$ cat src/rtl/mips_ctrl_pkg.sv
// Shared constants, hazard request types and the per-source RAW hazard rule
// for the MIPS pipeline control blocks.
package mips_ctrl_pkg;

    localparam logic [1:0] TUSE_NONE       = 2'd3;
    localparam logic [4:0] REG_ZERO        = 5'd0;
    localparam int         MULT_CYCLES_DEF = 5;
    localparam int         DIV_CYCLES_DEF  = 10;

    typedef struct packed {
        logic [4:0] addr;
        logic [1:0] tuse;
    } src_req_t;

    typedef struct packed {
        logic [4:0] dst;
        logic [1:0] tnew;
    } wr_pend_t;

    // A source stalls when a younger-than-needed write to the same register is in flight.
    function automatic logic src_hazard(src_req_t s, wr_pend_t e, wr_pend_t m);
        return (s.tuse != TUSE_NONE) && (s.addr != REG_ZERO) &&
               ((e.dst == s.addr && e.tnew > s.tuse) ||
                (m.dst == s.addr && m.tnew > s.tuse));
    endfunction

endpackage

$ cat src/rtl/md_busy_timer.sv
// Multiply/divide unit busy countdown; md_busy is high for exactly the
// configured number of cycles after an accepted start edge.
module md_busy_timer
    import mips_ctrl_pkg::*;
#(
    parameter int MULT_CYCLES = MULT_CYCLES_DEF,
    parameter int DIV_CYCLES  = DIV_CYCLES_DEF,
    parameter int CNT_W       = 4
) (
    input  logic clk,
    input  logic RESET,
    input  logic start,
    input  logic is_div,
    output logic md_busy
);

    logic [CNT_W-1:0] cnt;

    // A start while still counting reloads rather than extends.
    always_ff @(posedge clk) begin
        if (RESET)
            cnt <= '0;
        else if (start)
            cnt <= is_div ? CNT_W'(DIV_CYCLES) : CNT_W'(MULT_CYCLES);
        else if (cnt != '0)
            cnt <= cnt - CNT_W'(1);
    end

    assign md_busy = (cnt != '0);

endmodule

$ cat src/rtl/hazard_ctrl.sv
// Stall/bubble controller for the 5-stage pipeline: RAW, MDU-busy and EPC
// hazards gate F/D and insert a D->E bubble; stalled cycles are counted.
module hazard_ctrl
    import mips_ctrl_pkg::*;
#(
    parameter int MULT_CYCLES = MULT_CYCLES_DEF,
    parameter int DIV_CYCLES  = DIV_CYCLES_DEF,
    parameter int CNT_W       = 4
) (
    input  logic        clk,
    input  logic        RESET,
    input  logic        Req,
    input  logic [4:0]  D_rs,
    input  logic [4:0]  D_rt,
    input  logic [1:0]  D_rs_tuse,
    input  logic [1:0]  D_rt_tuse,
    input  logic        D_is_md,
    input  logic        D_is_eret,
    input  logic [4:0]  E_dst,
    input  logic [1:0]  E_tnew,
    input  logic [4:0]  M_dst,
    input  logic [1:0]  M_tnew,
    input  logic        E_md_start,
    input  logic        E_md_is_div,
    input  logic        E_mtc0_epc,
    input  logic        M_mtc0_epc,
    output logic        F_STALL_EN_N,
    output logic        D_STALL_EN_N,
    output logic        E_CLR,
    output logic        md_busy,
    output logic [31:0] stall_cnt
);

    src_req_t rs_req, rt_req;
    wr_pend_t e_pend, m_pend;
    logic     stall_rs, stall_rt, stall_md, stall_eret, stall;

    assign rs_req = '{addr: D_rs, tuse: D_rs_tuse};
    assign rt_req = '{addr: D_rt, tuse: D_rt_tuse};
    assign e_pend = '{dst: E_dst, tnew: E_tnew};
    assign m_pend = '{dst: M_dst, tnew: M_tnew};

    assign stall_rs   = src_hazard(rs_req, e_pend, m_pend);
    assign stall_rt   = src_hazard(rt_req, e_pend, m_pend);
    assign stall_md   = D_is_md && (E_md_start || md_busy);
    assign stall_eret = D_is_eret && (E_mtc0_epc || M_mtc0_epc);

    // Exception entry flushes the pipe, so it overrides any hold.
    assign stall = (stall_rs || stall_rt || stall_md || stall_eret) && !Req;

    assign F_STALL_EN_N = stall;
    assign D_STALL_EN_N = stall;
    assign E_CLR        = stall;

    // A start that coincides with Req is squashed along with its instruction.
    md_busy_timer #(
        .MULT_CYCLES (MULT_CYCLES),
        .DIV_CYCLES  (DIV_CYCLES),
        .CNT_W       (CNT_W)
    ) u_md_timer (
        .clk     (clk),
        .RESET   (RESET),
        .start   (E_md_start && !Req),
        .is_div  (E_md_is_div),
        .md_busy (md_busy)
    );

    always_ff @(posedge clk) begin
        if (RESET)
            stall_cnt <= '0;
        else if (stall && stall_cnt != 32'hFFFF_FFFF)
            stall_cnt <= stall_cnt + 32'd1;
    end

endmodule

$ cat config.mk
export PLATFORM = sky130hd
export DESIGN_NAME = hazard_ctrl
export DESIGN_NICKNAME = d
export VERILOG_FILES = /design/src/rtl/mips_ctrl_pkg.sv /design/src/rtl/md_busy_timer.sv /design/src/rtl/hazard_ctrl.sv
export SDC_FILE = /design/constraint.sdc
export NUM_CORES = 1
export LEC_CHECK = 0
export CAP_MARGIN = 30
export CORE_ASPECT_RATIO = 1.4
export CORE_MARGIN = 2
export CORE_UTILIZATION = 40
export CTS_BUF_LIST = sky130_fd_sc_hd__clkbuf_16
export DETAILED_ROUTE_END_ITERATION = 8
export GPL_TIMING_DRIVEN = 0
export PLACE_DENSITY = 0.69
export SLEW_MARGIN = 20
export SYNTH_ARGS = -nofsm -noshare
export SYNTH_HDL_FRONTEND = slang
export SYNTH_SLANG_ARGS = --single-unit
$ cat constraint.sdc
create_clock -name clk -period 3 [get_ports clk]
set_input_delay 0.3 -clock clk [delete_from_list [all_inputs] [get_ports clk]]
set_output_delay 0.3 -clock clk [all_outputs]
set_load 0.02 [all_outputs]
==> impl_metrics.ini <==
[worst_setup_path]
slowest_delay_ns = 0.47
cpMaxStageDelayCell = clkdlybuf4s50_1
startpoint_type = primary input
worst-setup-path-type = primary input to output pin
cp-startpoint = D_rt_tuse[0]
path_cells = clkdlybuf4s50_1 -> ha_1 -> a2111oi_4 -> o2111ai_2 -> a21oi_2 -> nor3b_4 -> buf_6 -> buf_4 -> inv_1 -> buf_4 -> buf_2
worst-path-max-fanout = 10
worstPathArrival_ns = 2.54
crit_top_cell = buf_4
required_ns = 2.70
critPathCaptureType = output pin
r2r_start = u_md_timer.cnt[0]

[timing]
slew_headroom = 0.599
finalHoldViolCount = 0
rsz0062_at_grt = no
worst_slack_ns = 0.160
finalClockSkew_ns = 0.00546
period_needed_ns = 2.84
maxSlewViolCount = 0
fmaxAchievable_ghz = 0.352
setup_viol = 0
period_share = 0.947
tightest_slew_ns = 0.597

[clock_tree]
cts_tree = yes
clockBufferDepth = 2
cts_hold_buf = 0
path_clk_slew_ns = 0.05
h-tree-depth = 2
numClockSinks = 36
clkLatencyLatePin_ns = 0.28
root_buffer = clkbuf_16
numCtsBuffers = 5

[routing]
wl_per_cell_um = 15.3
drc_errors = 0
drt-pass1-iter-count = 4
ant_nets = 0
finalWirelength_um = 7050
first_iter_violations = 150
vias = 2629
viasPerCell = 5.69

[place]
pre_cts_ws_ns = -0.662
gp_congestion = 0.842
dpl_cell_area_um2 = 3320
dp_hpwl_um = 5520
portBuffers = 71

[global_route]
top_usage_layer = met2
grt_max_degree = 11
met2_usage = 0.380
antenna_found_initial = 0
grt_usage = 0.204
grt_pass1_vias = 2567
gr-usage-met1 = 0.210
grt_remaining_overflow = 0
met3_usage = 0.0444
grt_pass1_wl_um = 11500

[pwr]
p_int_mw = 1.03
leakagePower_nw = 1.21
p_comb_frac = 0.314
ir_worst_vdd_v = 0.000323
p_sw_mw = 0.449
sw_frac_of_total = 0.304
pwr-share-seq = 0.362
power_frac_clock = 0.324
p_per_area_nw_per_um2 = 421

[synthesis]
synth_nets = 356
synthArstFlopShare = 0
syn_area_um2 = 2520
synthFlopType = dfxtp_1
syn_area_per_cell_um2 = 8.18
synth_cells = 308
synth_seq_cells = 36
yosys_warnings = 0
seq_area_frac_synth = 0.286
synth_cell_types = 44
synth_edf_count = 0

[cells_and_area]
final_net_count = 437
n_antenna_cell = 0
drive_gt1_frac = 0.133
syn2layout_area_growth_pct = 39.6
stdcell_area_um2 = 3520
n_fill_cell = 569

[floorplan]
die_w_um = 71.1
dieHeight_um = 97.9
num_rows = 34
die_area_um2 = 6960
initial_core_util = 0.408
io_pins = 73
coreArea_um2 = 6170

[run]
drv_cap = 0

[hold_path]
hp-class = flip-flop to flip-flop
hp-start = stall_cnt[29]

[status]
outcome = finished clean
layout make-up:
type	count	area [um^2]	area share
well taps	72	90.1	0.0256
clock buffers	5	125	0.0356
plain buffers	15	100	0.0285
clock inverters	3	11.3	0.00320
inverters	13	48.8	0.0139
flip-flops and latches	36	721	0.205
repair buffers	74	723	0.206
multi-input cells	244	1700	0.483
power groups by stage:
stage	Clock (mW)	Sequential (mW)	Combinational (mW)
finish	0.479	0.535	0.465
global route	0.505	0.542	0.523
CTS	0.492	0.536	0.462
detailed placement	0	0.547	0.451
global placement	0	0.545	0.442
floorplan	0	0.542	0.289
layer usage:
layer,up-vias,part of all wire,wire length (um)
met2,109,0.54,3800
met1,1210,0.37,2590
met4,0,0.031,219
li1,1291,-,-
met5,-,0,0
met3,19,0.062,440
registers in the layout, summed over array words and instances (netlist names):
| register | flops |
|---|---|
| u_md_timer.cnt | 4 |
| stall_cnt | 32 |
what timing repair did:
item,CTS,global route
setup buffers,1,2
setup endpoints to repair,3,3
gates resized for setup,16,4
pin swaps,5,2
metrics by stage:
step                hold WS (ns)  utilization  cells  total power [mW]  TNS (ns)
finish                     0.492        0.570    462              1.48         0
global route               0.545        0.570    462              1.57         0
CTS                        0.496        0.567    460              1.49         0
detailed placement         0.489        0.538    451             0.998     -2.20
global placement           0.486        0.538    451             0.987     -1.86
floorplan                  0.459            -    308             0.831         0
kinds of logic (layout without fill, tap and decap cells):
group,after synthesis,count (layout),share of synthesized area
AND/OR/NAND/NOR,139,139,0.311
AO/OA/AOI/OAI,59,59,0.155
flip-flops,36,36,0.286
buffers and inverters,28,110,0.0591
XOR/XNOR,23,23,0.0800
multiplexers,12,12,0.0537
adder cells (fa/ha/maj),11,11,0.0546
cells in the final DEF, fill, tap and decap left out, types with 5 or more instances in the layout:
master / synthesis / final
nand2_1: 23 / 23
ha_1: 11 / 10
nor2_1: 24 / 24
or3_1: 6 / 6
or4_1: 14 / 14
buf_4: 5 / 9
inv_1: 13 / 14
nor4_1: 9 / 7
dfxtp_1: 36 / 36
xnor2_1: 10 / 10
nor2b_1: 11 / 11
clkdlybuf4s50_1: 0 / 67
o21ai_0: 8 / 8
clkbuf_16: 0 / 5
nor3_1: 11 / 11
xor2_1: 13 / 13
o31ai_1: 12 / 12
nand4_1: 12 / 12
mux2_2: 12 / 12
nand3_1: 9 / 9
a21oi_1: 27 / 26
path summary, 6_finish.rpt:
path	cells past startpoint	endpoint	slack, ns
min	2	stall_cnt[29]	0.49
max reg2reg	11	stall_cnt[13]	0.38
min reg2reg	2	stall_cnt[29]	0.49
max	11	F_STALL_EN_N	0.16
worst max-delay path: cells and delay by family:
family	cells	cell delay [ns]
buffers and inverters	6	1.12
AOI/OAI and AO/OA	3	0.70
adders and majority gates	1	0.36
and+or+nand+nor	1	0.07
synthesized netlist by cell type (2+ instances only):
cell,instances,area share
or4_1,14,0.042
nand3_1,9,0.018
inv_1,13,0.019
nor2b_1,11,0.027
nor2_1,24,0.036
dfxtp_1,36,0.29
nand2b_1,2,0.0050
xor2_1,13,0.045
a21oi_1,27,0.054
xnor2_1,10,0.035
ha_1,11,0.055
or3_1,6,0.015
o21ba_2,2,0.0079
nor4_1,9,0.022
mux2_2,12,0.054
buf_6,3,0.013
o21ai_0,8,0.016
and2_1,3,0.0075
nand2_1,23,0.034
clkbuf_1,4,0.0060
nor3_1,11,0.022
buf_4,5,0.015
buf_2,2,0.0040
o2111ai_1,4,0.014
and2b_2,2,0.0070
and3_1,4,0.0099
o31ai_1,12,0.036
nand4_1,12,0.030
No activity file was read; power rests on OpenSTA's default activity.
